--- config.mk ---
export PLATFORM = sky130hd
export DESIGN_NAME = tc_acc
export DESIGN_NICKNAME = d
export VERILOG_FILES = /design/src/rtl/tc_pkg.sv /design/src/rtl/tc_acc_lane.sv /design/src/rtl/tc_acc.sv
export SDC_FILE = /design/constraint.sdc
export NUM_CORES = 2
export LEC_CHECK = 0
export BUFFER_PORTS_ARGS = -buffer_cell sky130_fd_sc_hd__buf_4
export CORE_MARGIN = 2
export CORE_UTILIZATION = 40
export CTS_BUF_LIST = sky130_fd_sc_hd__clkbuf_8
export CTS_CLUSTER_DIAMETER = 150
export DETAILED_ROUTE_END_ITERATION = 8
export PLACE_DENSITY = 0.69
export SLEW_MARGIN = 20
export SYNTH_ARGS = -nofsm -noshare
export SYNTH_HDL_FRONTEND = slang
export SYNTH_HIERARCHICAL = 1
export SYNTH_SLANG_ARGS = --single-unit
--- constraint.sdc ---
create_clock -name clk -period 5.6 [get_ports clk]
set_input_delay 1.12 -clock clk [delete_from_list [all_inputs] [get_ports clk]]
set_output_delay 1.12 -clock clk [all_outputs]
set_load 0.02 [all_outputs]
--- src/rtl/tc_pkg.sv ---
// Shared tile geometry for the tensor-core array, the tile accumulator and write-back.
// Holds element widths, tile shape and the row/col to flat-element mapping.
package tc_pkg;

  localparam int TC_DW_OUT = 32;
  localparam int TC_TILE_M = 4;
  localparam int TC_TILE_N = 4;
  localparam int TC_N_ELEM = TC_TILE_M * TC_TILE_N;
  localparam int TC_CNT_W  = 16;

  // Element e = row*TILE_N + col sits at [e*DW_OUT +: DW_OUT] of a packed tile.
  function automatic int tc_elem_idx(input int row, input int col);
    return row * TC_TILE_N + col;
  endfunction

endpackage

--- src/rtl/tc_acc_lane.sv ---
// One accumulator element: first-select adder plus its running-sum register.
// The sum is combinational so the top can capture it directly into the output bank.
module tc_acc_lane
  import tc_pkg::*;
#(
  parameter int DW = TC_DW_OUT
) (
  input  logic          clk,
  input  logic          reset,
  input  logic          i_load,
  input  logic          i_first,
  input  logic [DW-1:0] i_data,
  output logic [DW-1:0] o_sum
);

  logic [DW-1:0] r_acc;
  logic [DW-1:0] w_base;

  // On the first chunk of a tile the stale accumulator is ignored.
  assign w_base = i_first ? '0 : r_acc;
  assign o_sum  = w_base + i_data;

  always_ff @(posedge clk or negedge reset) begin
    if (!reset) begin
      r_acc <= '0;
    end else if (i_load) begin
      r_acc <= o_sum;
    end
  end

endmodule

--- src/rtl/tc_acc.sv ---
// Tile accumulator: sums a stream of partial-sum tiles elementwise and hands each
// finished tile to write-back through a one-tile output register.
module tc_acc
  import tc_pkg::*;
#(
  parameter int TILE_M = TC_TILE_M,
  parameter int TILE_N = TC_TILE_N,
  parameter int DW_OUT = TC_DW_OUT,
  parameter int CNT_W  = TC_CNT_W
) (
  input  logic                              clk,
  input  logic                              reset,
  input  logic                              in_valid,
  output logic                              in_ready,
  input  logic [TILE_M*TILE_N*DW_OUT-1:0]   in_data,
  input  logic                              in_last,
  output logic                              out_valid,
  input  logic                              out_ready,
  output logic [TILE_M*TILE_N*DW_OUT-1:0]   out_data,
  output logic [CNT_W-1:0]                  out_count
);

  localparam int N_ELEM = TILE_M * TILE_N;
  localparam logic [CNT_W-1:0] CNT_MAX = '1;

  // Handshake: a beat moves on in_valid && in_ready, a tile leaves on
  // out_valid && out_ready; input is open whenever the out bank is empty or draining.
  logic                     r_first;
  logic [CNT_W-1:0]         r_k_cnt;
  logic                     r_out_valid;
  logic [N_ELEM*DW_OUT-1:0] r_out_data;
  logic [CNT_W-1:0]         r_out_count;

  logic                     w_accept;
  logic                     w_load;
  logic [CNT_W-1:0]         w_cnt_next;
  logic [N_ELEM*DW_OUT-1:0] w_sum;

  assign in_ready  = !r_out_valid || out_ready;
  assign w_accept  = in_valid && in_ready;
  assign w_load    = w_accept && !in_last;
  assign out_valid = r_out_valid;
  assign out_data  = r_out_data;
  assign out_count = r_out_count;

  // Chunk count including the beat being accepted, saturating.
  assign w_cnt_next = r_first ? CNT_W'(1)
                    : (r_k_cnt == CNT_MAX) ? CNT_MAX
                    : r_k_cnt + CNT_W'(1);

  for (genvar e = 0; e < N_ELEM; e++) begin : g_lane
    tc_acc_lane #(
      .DW(DW_OUT)
    ) u_lane (
      .clk    (clk),
      .reset  (reset),
      .i_load (w_load),
      .i_first(r_first),
      .i_data (in_data[e*DW_OUT +: DW_OUT]),
      .o_sum  (w_sum[e*DW_OUT +: DW_OUT])
    );
  end

  always_ff @(posedge clk or negedge reset) begin
    if (!reset) begin
      r_first     <= 1'b1;
      r_k_cnt     <= '0;
      r_out_valid <= 1'b0;
      r_out_data  <= '0;
      r_out_count <= '0;
    end else begin
      if (w_accept) begin
        if (in_last) begin
          r_out_data  <= w_sum;
          r_out_count <= w_cnt_next;
          r_first     <= 1'b1;
        end else begin
          r_k_cnt <= w_cnt_next;
          r_first <= 1'b0;
        end
      end
      // A new last beat refills the bank in the same cycle the old tile drains.
      if (w_accept && in_last) begin
        r_out_valid <= 1'b1;
      end else if (r_out_valid && out_ready) begin
        r_out_valid <= 1'b0;
      end
    end
  end

endmodule
**Word-level counts from Yosys, hierarchy flattened**

Cells that the tools add are included.

- $add $sub $neg: 17
- $mul: 0
- Divide/modulo/power cells: 0
- $lt $le $gt $ge: 0
- Eq/ne operators: 1
- Shifts and indexed selects: 0
- Multiplexer cells: 21
- Bitwise gates (word level): 1
- Reduce and logical (&&, ||, !) cells: 10

Operator list:

| cell | count |
|---|---|
| adder 32 bit | 16 |
| 2-to-1 mux 32 bit | 16 |
| 2-to-1 mux 16 bit | 2 |
| adder 16 x 1 -> 16 bit, second input constant | 1 |
| == test 16 bit, second input constant | 1 |
| logical AND 1 bit | 4 |
| AND reduction 2 bit | 2 |
| 2-to-1 mux 1 bit | 3 |
| logical NOT 1 bit | 2 |
| nonzero test 2 bit | 1 |
| logical OR 1 bit | 1 |
| NOT 1 bit | 1 |

- Flip-flop bits (word level): 1058
- Latch bits: 0
- Bits in writable memories: 0
- Memory bits (read-only): 0
- Bits of input ports: 517
- Output and inout bits: 530
- Logic and storage cells: 71
- Memories kept: 0

**Logic depth before layout (Yosys ltp)**

- Depth in word-level cells: 5
- Gate-level depth with buffers: 14
- Depth with buffers taken out: 12

**Cells and area by module**

The synthesis kept the hierarchy.

Modules (own cells, without submodules):

| module | instances | cells each | area each (µm²) | seq. area each (µm²) |
|---|---|---|---|---|
| tc_acc_lane (g_lane[1].u_lane ...) | 9 | 377 | 3318.2 | 800.8 |
| tc_acc | 1 | 2360 | 20837.5 | 13664.4 |
| tc_acc_lane (g_lane[11].u_lane ...) | 5 | 341 | 3136.8 | 800.8 |
| tc_acc_lane (g_lane[0].u_lane ...) | 2 | 382 | 3283.1 | 800.8 |

**Worst setup path after synthesis**

OpenSTA, ideal clock, no wires.

- Path kind: reg-to-reg
- Start: reg r_first
- End: reg g_lane[11].u_lane.r_acc[28]
- Library setup time: 0.125 ns
- Arrival time: 3.664 ns
- Data required time: 5.475 ns
- Path slack: 1.812 ns
- Stages on the path, launching flop included: 13
- Buffers on the path: 1
- Clock period less this slack: 3.788 ns
- Cells stage by stage: dfstp_2 -> clkbuf_1 -> nor2b_1 -> ha_1 -> fa_1 -> a21o_1 -> a221oi_2 -> o2bb2ai_2 -> o2bb2ai_1 -> o21ai_1 -> o21ai_1 -> xor2_1 -> mux2_2

- Word-level cells in the longest chain between the ends: 2

RTL lines:

| element | RTL line | text |
|---|---|---|
| start, declared | tc_acc.sv:28 | `logic r_first;` |
| start signal, assigned | tc_acc.sv:66 | `r_first <= 1'b1;` |
| start signal, assigned | tc_acc.sv:76 | `r_first <= 1'b1;` |
| start signal, assigned | tc_acc.sv:79 | `r_first <= 1'b0;` |
| 2-to-1 mux 32 bit | tc_acc_lane.sv:20 | `assign w_base = i_first ? '0 : r_acc;` |
| adder 32 bit | tc_acc_lane.sv:21 | `assign o_sum = w_base + i_data;` |
| net w_sum[380] | tc_acc.sv:37 | `logic [N_ELEM*DW_OUT-1:0] w_sum;` |
| end signal, assigned | tc_acc_lane.sv:27 | `r_acc <= o_sum;` |
| end, declared | tc_acc_lane.sv:16 | `logic [DW-1:0] r_acc;` |

The timed path passes the listed nets, and every way through them passes these cells.
A chain may end at the register's enable or synchronous reset.

**Worst setup path in the final report**

- Start: reg r_first
- End: reg g_lane[7].u_lane.r_acc[31]

- Word-level cells in the longest chain between the ends: 2

RTL lines:

| element | RTL line |
|---|---|
| 2-to-1 mux 32 bit | tc_acc_lane.sv:20 |
| adder 32 bit | tc_acc_lane.sv:21 |
| end signal, assigned | tc_acc_lane.sv:27 |
| end, declared | tc_acc_lane.sv:16 |

Every way passes these cells.

==> results.py <==
metrics = {
    "hold_path": {
        "hold_path_class": "in2async",
    },
    "power": {
        "ir_drop_mv": 0.378,
        "p_per_area_nw_per_um2": 566,
        "leakage_nw": 42.8,
    },
    "floorplan": {
        "die_h_um": 431,
        "core_um2": 181000,
        "start_util": 0.403,
        "die_width_um": 431,
        "ios": 1047,
        "die_area_um2": 186000,
        "rows": 156,
    },
    "placement": {
        "io_buffer_count": 1046,
        "place_congestion": 0.993,
        "placed_cells": 11400,
        "placed_area_um2": 83200,
        "dpl.hpwl_um": 195000,
    },
    "global_routing": {
        "grt_max_degree": 141,
        "grt_usage": 0.263,
        "grt_pass1_wl_um": 381000,
        "antenna_found_initial": 67,
        "grt_pass1_vias": 63900,
        "grt_remaining_overflow": 0,
    },
    "cts": {
        "ctsResizeCount": 0,
        "clockBufferDepth": 3,
        "cts_hold_buf": 0,
        "cts.reportedPaths.clkPinSlew_ns": 0.06,
        "ctsHtreeMaxLevel": 4,
        "cts_setup_buffers": 0,
        "cts-root-buf": "clkbuf_8",
        "cts_num_sinks": 1058,
        "cts_tree": "done",
        "cts_buffers": 194,
        "clk_latency_ns": 0.97,
    },
    "yosys": {
        "yosysTopAreaCellShare": 0.363,
        "synth.most_common_cell": "nand2_1",
        "synth_edf_count": 0,
        "syn_inst": 8222,
        "ys_types": 98,
        "synth_top_cells_by_count": "nand2_1, dfrtp_1, nor2b_1",
        "synth_area_leaders": "dfrtp_1, nand2_1, ha_1",
        "ys_seq_area_frac": 0.363,
        "synthFlopType": "dfrtp_1",
        "synth_area_um2": 73000,
        "yosysTopAreaCell": "dfrtp_1",
        "ys_seq_elements": 1058,
        "ys_async_sr_fraction": 1.00,
        "avgSynthCellArea_um2": 8.87,
        "synth_fp_nets": 9252,
        "yosys_warnings": 6,
    },
    "sta": {
        "finalMaxSlewViolations": 0,
        "finalSetupViolations": 0,
        "fmax_mhz": 230,
        "finalHoldViolCount": 0,
        "maxSlewHeadroom": 0.272,
        "period_share": 0.775,
        "rsz0062_at_grt": "false",
        "setup-tns-final_ns": 0,
        "min_period_ns": 4.34,
        "clock_skew_ns": 0.0456,
        "worst_slew_pin_slew_ns": 1.08,
    },
    "detailed_routing": {
        "routed_wl_um": 253000,
        "drc_errors": 0,
        "viasPerCell": 5.51,
        "routedWlPerCell_um": 21.5,
        "drtIter0Drc": 4389,
        "ant_nets": 0,
        "vias": 64900,
        "dr.pass1.iters": 6,
    },
    "layout": {
        "fin_cells": 11800,
        "area_growth_pct": 20.0,
        "drive_gt1_frac": 0.233,
        "nNetsFinal": 10200,
        "postLayoutCellArea_um2": 87500,
    },
    "worst_setup_path": {
        "cp_data_arrival_time_ns": 5.16,
        "slowest_delay_ns": 1.03,
        "worst_r2r_path_depth": 11,
        "cp_max_fo": 47,
        "cp.required_ns": 6.42,
        "crit_path_end_kind": "flip-flop",
        "critical_path_class": "reg2reg",
        "cp_slowest_cell": "dfstp_4",
        "cp_cell_sequence": "buf_4 -> nor2b_1 -> ha_1 -> nand3_1 -> nor4_4 -> o211ai_2 -> a211oi_1 -> o21ai_0 -> nand3_4 -> mux2i_1 -> a311o_1",
        "start_kind": "flip-flop",
    },
    "job": {
        "drv_cap": 0,
    },
    "status": {
        "status": "completed",
    },
}
stage by stage:
step                      power, mW  utilization  hold slack, ns  setup slack, ns
after global placement         40.7        0.460           0.453             1.30
after CTS                      49.6        0.483          0.0865             1.32
final                          49.6        0.484           0.176             1.26
after global routing           52.9        0.484           0.152             1.10
after detailed placement       41.2        0.460           0.463             1.34
after floorplan                32.2            -           0.440             1.81
power by group:
group          leakage [nW]  internal (mW)  switching, mW  total [mW]
sequential             12.8           11.4           2.26        13.7
clock                  2.34           4.50           3.60        8.10
combinational          27.7           11.8           16.0        27.8
cells by family after synthesis:
| family | share of synthesized area |
|---|---|
| AO/OA/AOI/OAI | 0.166 |
| XOR/XNOR | 0.0566 |
| adder cells (fa/ha/maj) | 0.0896 |
| buffers and inverters | 0.0296 |
| flip-flops | 0.363 |
| multiplexers | 0.0734 |
| AND/OR/NAND/NOR | 0.222 |
registers in the layout (all words and copies together) (netlist names):
name,cells
out_data,512
out_count,16
r_k_cnt,16
g_lane.u_lane/r_acc,512
r_first,1
out_valid,1
metal layers:
| layer | share of wire | GRT usage | wire, um | up-vias |
|---|---|---|---|---|
| met1 | 0.40 | 0.317 | 102000 | 31700 |
| met4 | 0.071 | 0.180 | 17900 | 18 |
| met5 | 0.00049 | 0 | 124 | - |
| met2 | 0.47 | 0.429 | 120000 | 2020 |
| li1 | - | - | - | 30600 |
| met3 | 0.051 | 0.0455 | 12800 | 574 |
final timing paths:
check / start / endpoint / slack (ns)
max in group asynchronous: reset / out_data[352] / 4.00
worst max register to register: r_first / g_lane[7].u_lane/r_acc[31] / 1.26
min in group clk: in_valid / r_first / 0.44
worst min-delay path: reset / out_data[10] / 0.18
worst min register to register: out_data[313] / out_data[313] / 0.47
worst max-delay path: r_first / g_lane[7].u_lane/r_acc[31] / 1.26
area by class of cell:
type	count	area [um^2]
antenna	54	135
clock buffer	249	3430
clock inverter	102	787
fill	17200	93400
inverter	148	563
multi-input combinational	6668	44300
sequential	1058	26500
tap	2370	2970
timing repair buffer	1122	8860
placed cells by master, fill, tap and decap left out, types with 201 or more instances in the layout:
cell / netlist / layout
o21ai_0: 201 / 201
xnor2_1: 308 / 308
nor2b_1: 522 / 522
buf_4: 3 / 1087
clkbuf_8: 18 / 249
mux2_2: 450 / 450
dfrtp_1: 1057 / 1057
a21o_1: 321 / 321
ha_1: 497 / 497
nor2_1: 397 / 397
a21oi_1: 470 / 470
nand2_1: 1869 / 1869
critical path, delay by kind of cell (launching register included):
family	cells	cell delay, ns
fa+ha+maj	1	0.42
buf+inv	1	0.59
mux	1	0.07
compound gates	4	1.16
flops	1	1.03
simple gates	4	0.76
Note: power is estimated with default switching activity, not from simulation.
